### src/rtl/vx_fp_rounder_if.sv
// Beat-level handshake bundle for vx_fp_rounder: unrounded operand in, packed result out.
interface vx_fp_rounder_if #(
    parameter int unsigned EXP_W = 8,
    parameter int unsigned MAN_W = 7,
    parameter int unsigned TAG_W = 4
);
    logic                 valid_in;
    logic                 ready_in;
    logic                 sign_in;
    logic [EXP_W+1:0]     exp_in;
    logic [MAN_W+2:0]     man_in;
    logic [2:0]           frm_in;
    logic [TAG_W-1:0]     tag_in;
    logic                 valid_out;
    logic                 ready_out;
    logic [EXP_W+MAN_W:0] result_out;
    logic [2:0]           fflags_out;
    logic [TAG_W-1:0]     tag_out;

    modport master (
        output valid_in, sign_in, exp_in, man_in, frm_in, tag_in, ready_out,
        input  ready_in, valid_out, result_out, fflags_out, tag_out
    );

    modport slave (
        input  valid_in, sign_in, exp_in, man_in, frm_in, tag_in, ready_out,
        output ready_in, valid_out, result_out, fflags_out, tag_out
    );
endinterface

### src/rtl/vx_fp_rounder.sv
// Two-stage FP rounder: S1 rounds and normalises the carry, S2 range-checks, saturates and packs.
// Define VX_FP_ROUNDER_FFLAGS_EN to compute and register {OF, UF, NX}; otherwise fflags_out is 0.
module vx_fp_rounder #(
    parameter int unsigned EXP_W = 8,
    parameter int unsigned MAN_W = 7,
    parameter int unsigned TAG_W = 4
) (
    input  logic           clk,
    input  logic           reset,
    vx_fp_rounder_if.slave io
);
    localparam int unsigned XW   = EXP_W + 3;
    localparam int unsigned MW   = MAN_W + 2;
    localparam int unsigned BIAS = (32'd1 << (EXP_W - 1)) - 32'd1;

    localparam logic signed [XW-1:0] EXP_MAX = XW'(BIAS);
    localparam logic signed [XW-1:0] EXP_MIN = XW'(1) - EXP_MAX;

    localparam logic [2:0] FRM_RTZ = 3'd1;
    localparam logic [2:0] FRM_RDN = 3'd2;
    localparam logic [2:0] FRM_RUP = 3'd3;
    localparam logic [2:0] FRM_RMM = 3'd4;

    logic                    w_en;
    logic                    w_rnd;
    logic                    w_stk;
    logic                    w_lsb;
    logic                    w_inc;
    logic                    w_carry;
    logic [MW-1:0]           w_sum;
    logic [MAN_W-1:0]        w_frac;
    logic signed [XW-1:0]    w_exp;

    logic                    r_s1_valid;
    logic                    r_s1_sign;
    logic signed [XW-1:0]    r_s1_exp;
    logic [MAN_W-1:0]        r_s1_frac;
    logic [2:0]              r_s1_frm;
    logic [TAG_W-1:0]        r_s1_tag;

    logic                    w_of;
    logic                    w_uf;
    logic                    w_to_inf;
    logic [EXP_W-1:0]        w_exp_field;
    logic [EXP_W+MAN_W:0]    w_result;

    logic                    r_valid_out;
    logic [EXP_W+MAN_W:0]    r_result;
    logic [TAG_W-1:0]        r_tag_out;

    // Whole pipe advances together; it only holds when a finished result is refused.
    assign w_en        = !(r_valid_out && !io.ready_out);
    assign io.ready_in = w_en;

    assign w_rnd = io.man_in[1];
    assign w_stk = io.man_in[0];
    assign w_lsb = io.man_in[2];

    always_comb begin
        w_inc = 1'b0;
        case (io.frm_in)
            FRM_RTZ: w_inc = 1'b0;
            FRM_RDN: w_inc = io.sign_in & (w_rnd | w_stk);
            FRM_RUP: w_inc = ~io.sign_in & (w_rnd | w_stk);
            FRM_RMM: w_inc = w_rnd;
            default: w_inc = w_rnd & (w_stk | w_lsb);
        endcase
    end

    // A carry out of the significand only happens at exactly 2^(MAN_W+1), so the fraction is then zero.
    assign w_sum   = {1'b0, io.man_in[MAN_W+2:2]} + MW'(w_inc);
    assign w_carry = w_sum[MW-1];
    assign w_frac  = w_carry ? w_sum[MAN_W:1] : w_sum[MAN_W-1:0];
    assign w_exp   = {io.exp_in[EXP_W+1], io.exp_in} + XW'(w_carry);

    always_ff @(posedge clk) begin
        if (reset) begin
            r_s1_valid <= 1'b0;
            r_s1_sign  <= 1'b0;
            r_s1_exp   <= '0;
            r_s1_frac  <= '0;
            r_s1_frm   <= '0;
            r_s1_tag   <= '0;
        end else if (w_en) begin
            r_s1_valid <= io.valid_in;
            r_s1_sign  <= io.sign_in;
            r_s1_exp   <= w_exp;
            r_s1_frac  <= w_frac;
            r_s1_frm   <= io.frm_in;
            r_s1_tag   <= io.tag_in;
        end
    end

    assign w_of        = r_s1_exp > EXP_MAX;
    assign w_uf        = r_s1_exp < EXP_MIN;
    assign w_exp_field = EXP_W'(r_s1_exp + XW'(BIAS));

    // Overflow goes to infinity unless the mode rounds toward zero for this sign.
    always_comb begin
        w_to_inf = 1'b1;
        case (r_s1_frm)
            FRM_RTZ: w_to_inf = 1'b0;
            FRM_RDN: w_to_inf = r_s1_sign;
            FRM_RUP: w_to_inf = ~r_s1_sign;
            default: w_to_inf = 1'b1;
        endcase
        w_result = {r_s1_sign, w_exp_field, r_s1_frac};
        if (w_of) begin
            w_result = w_to_inf ? {r_s1_sign, {EXP_W{1'b1}}, {MAN_W{1'b0}}}
                                : {r_s1_sign, {(EXP_W-1){1'b1}}, 1'b0, {MAN_W{1'b1}}};
        end else if (w_uf) begin
            w_result = {r_s1_sign, {(EXP_W+MAN_W){1'b0}}};
        end
    end

    always_ff @(posedge clk) begin
        if (reset) begin
            r_valid_out <= 1'b0;
            r_result    <= '0;
            r_tag_out   <= '0;
        end else if (w_en) begin
            r_valid_out <= r_s1_valid;
            r_result    <= w_result;
            r_tag_out   <= r_s1_tag;
        end
    end

    assign io.valid_out  = r_valid_out;
    assign io.result_out = r_result;
    assign io.tag_out    = r_tag_out;

`ifdef VX_FP_ROUNDER_FFLAGS_EN
    logic       r_s1_nx;
    logic [2:0] r_fflags;

    always_ff @(posedge clk) begin
        if (reset) begin
            r_s1_nx <= 1'b0;
        end else if (w_en) begin
            r_s1_nx <= w_rnd | w_stk;
        end
    end

    // Saturation and flush-to-zero are always inexact.
    always_ff @(posedge clk) begin
        if (reset) begin
            r_fflags <= '0;
        end else if (w_en) begin
            r_fflags <= {w_of, w_uf, w_of | w_uf | r_s1_nx};
        end
    end

    assign io.fflags_out = r_fflags;
`else
    assign io.fflags_out = 3'b000;
`endif

endmodule

### src/flat_wrapper.sv
// flat-port wrapper written by rule: the top's interface ports become plain ports
module vx_fp_rounder_flat 
#(
    parameter int unsigned EXP_W = 8,
    parameter int unsigned MAN_W = 7,
    parameter int unsigned TAG_W = 4
)
  (clk, reset, io_valid_in, io_sign_in, io_exp_in, io_man_in, io_frm_in, io_tag_in, io_ready_out, io_ready_in, io_valid_out, io_result_out, io_fflags_out, io_tag_out);
  vx_fp_rounder_if #(.EXP_W(EXP_W), .MAN_W(MAN_W), .TAG_W(TAG_W)) io_i ();
  input  logic clk;
  input  logic reset;
  input wire logic [$bits(io_i.valid_in)-1:0] io_valid_in;
  input wire logic [$bits(io_i.sign_in)-1:0] io_sign_in;
  input wire logic [$bits(io_i.exp_in)-1:0] io_exp_in;
  input wire logic [$bits(io_i.man_in)-1:0] io_man_in;
  input wire logic [$bits(io_i.frm_in)-1:0] io_frm_in;
  input wire logic [$bits(io_i.tag_in)-1:0] io_tag_in;
  input wire logic [$bits(io_i.ready_out)-1:0] io_ready_out;
  output wire logic [$bits(io_i.ready_in)-1:0] io_ready_in;
  output wire logic [$bits(io_i.valid_out)-1:0] io_valid_out;
  output wire logic [$bits(io_i.result_out)-1:0] io_result_out;
  output wire logic [$bits(io_i.fflags_out)-1:0] io_fflags_out;
  output wire logic [$bits(io_i.tag_out)-1:0] io_tag_out;
  assign io_i.valid_in = io_valid_in;
  assign io_i.sign_in = io_sign_in;
  assign io_i.exp_in = io_exp_in;
  assign io_i.man_in = io_man_in;
  assign io_i.frm_in = io_frm_in;
  assign io_i.tag_in = io_tag_in;
  assign io_i.ready_out = io_ready_out;
  assign io_ready_in = io_i.ready_in;
  assign io_valid_out = io_i.valid_out;
  assign io_result_out = io_i.result_out;
  assign io_fflags_out = io_i.fflags_out;
  assign io_tag_out = io_i.tag_out;
  vx_fp_rounder #(.EXP_W(EXP_W), .MAN_W(MAN_W), .TAG_W(TAG_W)) u_core (.clk(clk), .reset(reset), .io(io_i));
endmodule
### config.mk
export PLATFORM = sky130hd
export DESIGN_NAME = vx_fp_rounder_flat
export DESIGN_NICKNAME = d
export VERILOG_FILES = /design/src/rtl/vx_fp_rounder_if.sv /design/src/rtl/vx_fp_rounder.sv /design/src/flat_wrapper.sv
export SDC_FILE = /design/constraint.sdc
export NUM_CORES = 1
export LEC_CHECK = 0
export CORE_MARGIN = 2
export CORE_UTILIZATION = 36
export DETAILED_ROUTE_END_ITERATION = 10
export GPL_ROUTABILITY_DRIVEN = 0
export HOLD_SLACK_MARGIN = 0.15
export SLEW_MARGIN = 10
export SYNTH_ARGS = -nofsm -noshare
export SYNTH_HDL_FRONTEND = slang
export SYNTH_SLANG_ARGS = --single-unit
### constraint.sdc
create_clock -name clk -period 5.7 [get_ports clk]
set_input_delay 1.14 -clock clk [delete_from_list [all_inputs] [get_ports clk]]
set_output_delay 1.14 -clock clk [all_outputs]
set_load 0.01 [all_outputs]
==> out/qor.yml, run 1 <==
detailed_routing:
  wire_per_inst_um: 12.0
  drc: 0
  routed_wirelength_um: 5010
  drt_pass1_iterations: 4
  viasPerCell: 4.92
  drtIter0Drc: 86
  vias: 2056
  wl_met3_um: 234
  detail-route-antenna-nets: 0
  wl_met1_um: 2380
  wl_met2_um: 2360
  top_layer: "met4"
clocking:
  clock-sinks: 48
  numCtsBuffers: 5
  clkLatencyLatePin_ns: 0.30
  post-cts-setup-buffers: 0
  clkTransAtPathRegs_ns: 0.09
  tritoncts: "done"
  cts_max_path_buffers: 2
  hold_buffers: 0
  cts_resized: 0
  htree_levels: 2
  cts_root_buf: "clkbuf_8"
sta:
  fin_crit_ns: 4.49
  rsz0062_at_grt: "false"
  fin_setup_tns_ns: 0
  fmax_mhz: 223
  worst_slew_pin_slew_ns: 0.849
  finalCritPeriodShare: 0.788
  drv_slew: 0
  hold_viol: 0
  clock_skew_ns: 0.0116
  slew_headroom: 0.432
  setup_viol: 0
setup_path:
  r2r-start: "u_core.io.valid_out$_SDFFE_PP0N_"
  cp_num_buf_inv: 2
  cp_max_fo: 5
  crit_required_ns: 5.91
  r2r_setup_slack_ns: 3.81
  crit_start: "io_frm_in[2]"
  cpMostUsedCell: "ha_1"
  critical-path-slowest-cell: "or3b_2"
  cp_top_family: "simple AND/OR/NAND/NOR gates"
  max_stage_delay_ns: 0.54
  critPathKind: "in -> reg"
  startpoint_type: "primary input"
  cp-end-kind: "flip-flop"
  crit_chain: "clkdlybuf4s50_1 -> nor3_1 -> o31ai_1 -> a21oi_1 -> nor2_1 -> ha_1 -> ha_1 -> nand3_1 -> or3b_2 -> inv_1 -> ha_1 -> ha_1 -> nand2_1 -> or2_2 -> or3_1 -> a311oi_1"
  critPathArrivalTime_ns: 4.70
finish:
  final_cells: 418
  syn_to_final_growth_pct: 32.1
  mostFrequentLayoutCell: "nand2_1"
  final_cell_mix: "nand2_1, clkdlybuf4s50_1, dfxtp_1"
  layout-drive-gt1-share: 0.0528
  nets: 378
  diodes: 0
die:
  boundaryPins: 57
  dieArea_mm2: 0.00700
  start_util: 0.366
  core-area_mm2: 0.00624
  die_w_um: 83.6
  dieHeight_um: 83.6
  fp-row-count: 29
pwr:
  ir_drop_mv: 0.221
  p_leak_nw: 1.14
  power_density_mw_per_mm2: 281
yosys:
  ys_seq_area_frac: 0.421
  netlist_area_mm2: 0.00228
  synth_seq_cells: 48
  yosysWarnings: 0
  async_flop_share: 0
  synth.avg_cell_area_um2: 7.79
  synth_area_leader_cell: "dfxtp_1"
  synth_enable_flop_cells: 0
  ys_types: 39
  synth_top_area_frac: 0.421
  synth_cells: 293
  synth_ff_type: "dfxtp_1"
  ys_top_cells_by_area: "dfxtp_1, nand2_1, a21oi_1, nor2_1, a211oi_1"
placement:
  dp.cells: 410
  dp_hpwl_um: 3560
  io_buffers: 53
worst_hold_path:
  hold_path.startpoint: "u_core.r_s1_frm[1]$_SDFFE_PP0N_"
  hold_path_class: "reg -> reg"
grt:
  grt-ovfl-total: 0
  grt_max_degree: 50
  grt_pass1_wl_um: 8780
  antenna_found_initial: 0
  grt_pass1_vias: 1997
  grt_usage: 0.150
flow_run:
  drv_cap: 0
run_status:
  status: "finished, final reports clean"
-- synth_stat cells (2+ instances only) --
| master | number |
|---|---|
| a211oi_1 | 13 |
| a21oi_1 | 26 |
| a311oi_1 | 3 |
| a31oi_1 | 8 |
| buf_1 | 4 |
| buf_4 | 3 |
| clkbuf_1 | 10 |
| dfxtp_1 | 48 |
| ha_1 | 6 |
| inv_1 | 6 |
| nand2_1 | 66 |
| nand3_1 | 12 |
| nand4_1 | 2 |
| nor2_1 | 29 |
| nor2b_1 | 2 |
| nor3_1 | 10 |
| nor3b_1 | 2 |
| o21ai_0 | 5 |
| or2_2 | 2 |
| or3_1 | 3 |
| xnor2_1 | 11 |
| xor2_1 | 5 |
-- cells by family (layout without fill, tap and decap cells) --
logic type	after synthesis	in the layout	synth area share
AO/OA/AOI/OAI	63	63	0.172
XOR/XNOR	16	16	0.0614
adder cells (fa/ha/maj)	6	6	0.0329
buffers and inverters	24	70	0.0477
flip-flops	48	48	0.421
other	1	3	0.00164
AND/OR/NAND/NOR	135	135	0.264
-- path summary, 6_finish.rpt --
check                                          to  depth (start not counted)
max               u_core.r_s1_exp[8]$_SDFFE_PP0N_                         16
min               u_core.r_s1_frm[1]$_SDFFE_PP0N_                          2
max reg2reg  u_core.io.result_out[4]$_SDFFE_PP0N_                          5
min reg2reg       u_core.r_s1_frm[1]$_SDFFE_PP0N_                          2
-- where the power goes --
part	switching, mW	leakage, nW	internal (mW)
registers	0.0177	0.398	0.361
clock network	0.114	0.0784	0.219
logic	0.0632	0.667	0.0734
-- state kept, by name, summed over array words and instances (netlist names) --
register	cells
u_core.io.result_out	16
u_core.r_s1_exp	11
u_core.r_s1_frac	7
u_core.io.tag_out	4
u_core.r_s1_tag	4
u_core.r_s1_frm	3
u_core.io.valid_out	1
u_core.r_s1_sign	1
u_core.r_s1_valid	1
-- through the flow --
step | setup WS (ns) | total power [mW] | cell area, um^2 | hold slack (ns) | util
6_report | 1.21 | 0.849 | 3020 | 0.452 | 0.483
5_1_grt | 0.979 | 0.893 | 3020 | 0.473 | 0.483
4_1_cts | 1.21 | 0.860 | 3020 | 0.455 | 0.483
3_5_place_dp | 0.915 | 0.525 | 2860 | 0.443 | 0.458
3_3_place_gp | 0.995 | 0.523 | 2860 | 0.438 | 0.458
2_1_floorplan | 1.68 | 0.460 | 2290 | 0.427 | -
-- metal layers --
| metal | up-vias | global-route usage |
|---|---|---|
| met2 | 41 | 0.253 |
| met4 | 0 | 0.0396 |
| met3 | 2 | 0.0346 |
| met5 | - | 0 |
| met1 | 915 | 0.192 |
| li1 | 1098 | - |
-- worst reg2reg max path, stage by stage, from the launching register on --
cell and delay (ns):
dfxtp_1 0.32, nor2b_2 0.16, buf_4 0.25, o32ai_1 0.81, nand2_1 0.11, a31oi_1 0.19
-- layout make-up --
cell class / instances / area, um^2
fillers: 646 / 3230
multi-input cells: 223 / 1220
flip-flops and latches: 48 / 961
clock inverters: 3 / 90.1
clock buffers: 5 / 68.8
inverters: 6 / 22.5
well taps: 77 / 96.3
repair buffers: 56 / 553
Note: power is estimated with default switching activity, not from simulation.
==> run 2: changes to the inputs <==
- clock period: 5.7 -> 4.5 ns (I/O delays scaled with it)
==> run 2 against run 1 <==
  * Die area did not move
  * Non-clock buffer count rose by 2
  * Worst setup slack got worse by 0.88 ns
  * Register-to-register slack worse by 1.2 ns
  * Clock power down 20%
  * Critical endpoint unchanged
  * Flip-flop and latch count unchanged
  * Combinational power up 27%
  * Sequential share of layout area is 0.55 points higher
  * Cell count up 0.48%
  * Highest routed layer unchanged
  * Sequential power grew 26%
  * Critical path depth stayed put
==> out/qor.yml, run 2 (synthesized netlist as in run 1, its figures left out) <==
pwr:
  p_int_uw: 673  # +3.0%
  sw_frac_of_total: 0.269  # +0.0393
  ir_drop_mv: 0.136  # -38%
  p_leak_nw: 1.13  # -1.7%
  power_density_mw_per_mm2: 311  # +10%
  switching_power_uw: 248  # +27%
  combPwrFrac: 0.189  # +0.028
  clockPowerShare: 0.291  # -0.102
  power_uw: 921  # +8.5%
  power_frac_seq: 0.520  # +0.074
clocking:
  clkTransAtPathRegs_ns: 0.08  # about the same
  clkLatencyLatePin_ns: 0.30  # about the same
  cts_resized: 0  # unchanged
  tritoncts: "done"
  cts_max_path_buffers: 2  # unchanged
  htree_levels: 2  # unchanged
  post-cts-setup-buffers: 0  # unchanged
  hold_buffers: 0  # unchanged
  numCtsBuffers: 5  # unchanged
  cts_root_buf: "clkbuf_8"
  clock-sinks: 48  # unchanged
die:
  dieArea_mm2: 0.00700  # unchanged
  die_w_um: 83.6  # unchanged
  dieHeight_um: 83.6  # unchanged
  start_util: 0.366  # unchanged
  core-area_mm2: 0.00624  # unchanged
  boundaryPins: 57  # unchanged
  fp-row-count: 29  # unchanged
setup_path:
  crit_required_ns: 4.71  # -1.20 ns
  critPathArrivalTime_ns: 4.38  # -0.32 ns
  cp-end-kind: "flip-flop"
  crit_start: "io_frm_in[2]"
  r2r-start: "u_core.r_s1_exp[1]$_SDFFE_PP0N_"
  critPathKind: "in -> reg"
  startpoint_type: "primary input"
  cp_max_fo: 4  # -1
finish:
  finish.utilization: 0.475  # -0.00822
  layout-drive-gt1-share: 0.0583  # +0.00552
  nets: 380  # +0.53%
  largest_reg_flops: 16  # unchanged
  final_cell_mix: "nand2_1, clkdlybuf4s50_1, dfxtp_1"
  mostFrequentLayoutCell: "nand2_1"
  diodes: 0  # unchanged
  fin_area_mm2: 0.00296  # -1.7%
  syn_to_final_growth_pct: 29.8
grt:
  grt_pass1_wl_um: 9030  # +2.9%
  grt_usage: 0.154  # +0.00440
  grt_pass1_vias: 2005  # +0.40%
  antenna_found_initial: 0  # unchanged
  grt-ovfl-total: 0  # unchanged
  grt_max_degree: 48  # -4.0%
sta:
  worst_slew_pin_slew_ns: 0.850  # +0.00158 ns
  slew_headroom: 0.431  # -0.00105
  finalCritPeriodShare: 0.927
  rsz0062_at_grt: "false"
  clock_skew_ns: 0.0107  # -0.000938 ns
  drv_slew: 0  # unchanged
  fin_setup_tns_ns: 0  # unchanged
  hold_viol: 0  # unchanged
  setup_viol: 0  # unchanged
  fmax_mhz: 240
  fin_crit_ns: 4.17
  fin_hold_ws_ns: 0.451  # -0.00139 ns
detailed_routing:
  drc: 0  # unchanged
  vias: 2090  # +1.7%
  drtIter0Drc: 101  # +17%
  detail-route-antenna-nets: 0  # unchanged
  routed_wirelength_um: 5130  # +2.5%
  viasPerCell: 4.98  # +1.2%
  wire_per_inst_um: 12.2  # +2.0%
  drt_pass1_iterations: 4  # unchanged
worst_hold_path:
  hold_path_class: "reg -> reg"
  hold_path.startpoint: "u_core.r_s1_frm[2]$_SDFFE_PP0N_"
placement:
  place_area_mm2: 0.00287  # +0.53%
  dp_hpwl_um: 3640  # +2.2%
  io_buffers: 53  # unchanged
run_status:
  status: "finished, final reports clean"
flow_run:
  drv_cap: 0  # unchanged
## run 2: path summary, 6_finish.rpt
| kind | end | depth (start not counted) | slack [ns] |
|---|---|---|---|
| max | u_core.r_s1_exp[8]$_SDFFE_PP0N_ | 16 | 0.33 |
| min | u_core.r_s1_frm[2]$_SDFFE_PP0N_ | 2 | 0.45 |
| max reg2reg | u_core.io.result_out[1]$_SDFFE_PP0N_ | 6 | 2.58 |
| min reg2reg | u_core.r_s1_frm[2]$_SDFFE_PP0N_ | 2 | 0.45 |
## run 2: cell type report
cell class	instances	area, um^2
fillers	647	3280
multi-input cells	223	1220
clock buffers	6	82.6
inverters	6	22.5
clock inverters	2	10.0
repair buffers	58	568
flip-flops and latches	48	961
well taps	77	96.3
## run 2: critical path, stage by stage
cell and delay, ns:
clkdlybuf4s50_1 0.51, nor3_1 0.08, o31ai_1 0.21, a21oi_1 0.10, nor2_1 0.11, ha_1 0.19, ha_1 0.19, nand3_1 0.10
or3b_2 0.49, inv_1 0.12, ha_1 0.19, ha_1 0.21, nand2_1 0.06, or2_2 0.31, or3_1 0.35, a311oi_1 0.25
## run 2: per-layer routing
layer | track usage | share of wire | vias up
li1 | - | - | 1099
met1 | 0.200 | 0.48 | 944
met2 | 0.254 | 0.47 | 39
met3 | 0.0307 | 0.035 | 8
met4 | 0.0572 | 0.017 | 0
met5 | 0 | 0 | -
## run 2: per-stage QoR
stage / worst slack [ns] / cells
final: 0.330 / 420
after global routing: 0.0658 / 420
after CTS: 0.328 / 420
after detailed placement: 0.0114 / 412
after global placement: 0.114 / 412
after floorplan: 0.725 / 295
## run 2: power by group through the flow
stage | Clock (mW) | Sequential, mW | Combinational (mW)
floorplan | 0 | 0.492 | 0.0896
global placement | 0 | 0.489 | 0.174
detailed placement | 0 | 0.490 | 0.175
CTS | 0.276 | 0.480 | 0.176
global route | 0.300 | 0.486 | 0.194
finish | 0.268 | 0.479 | 0.174
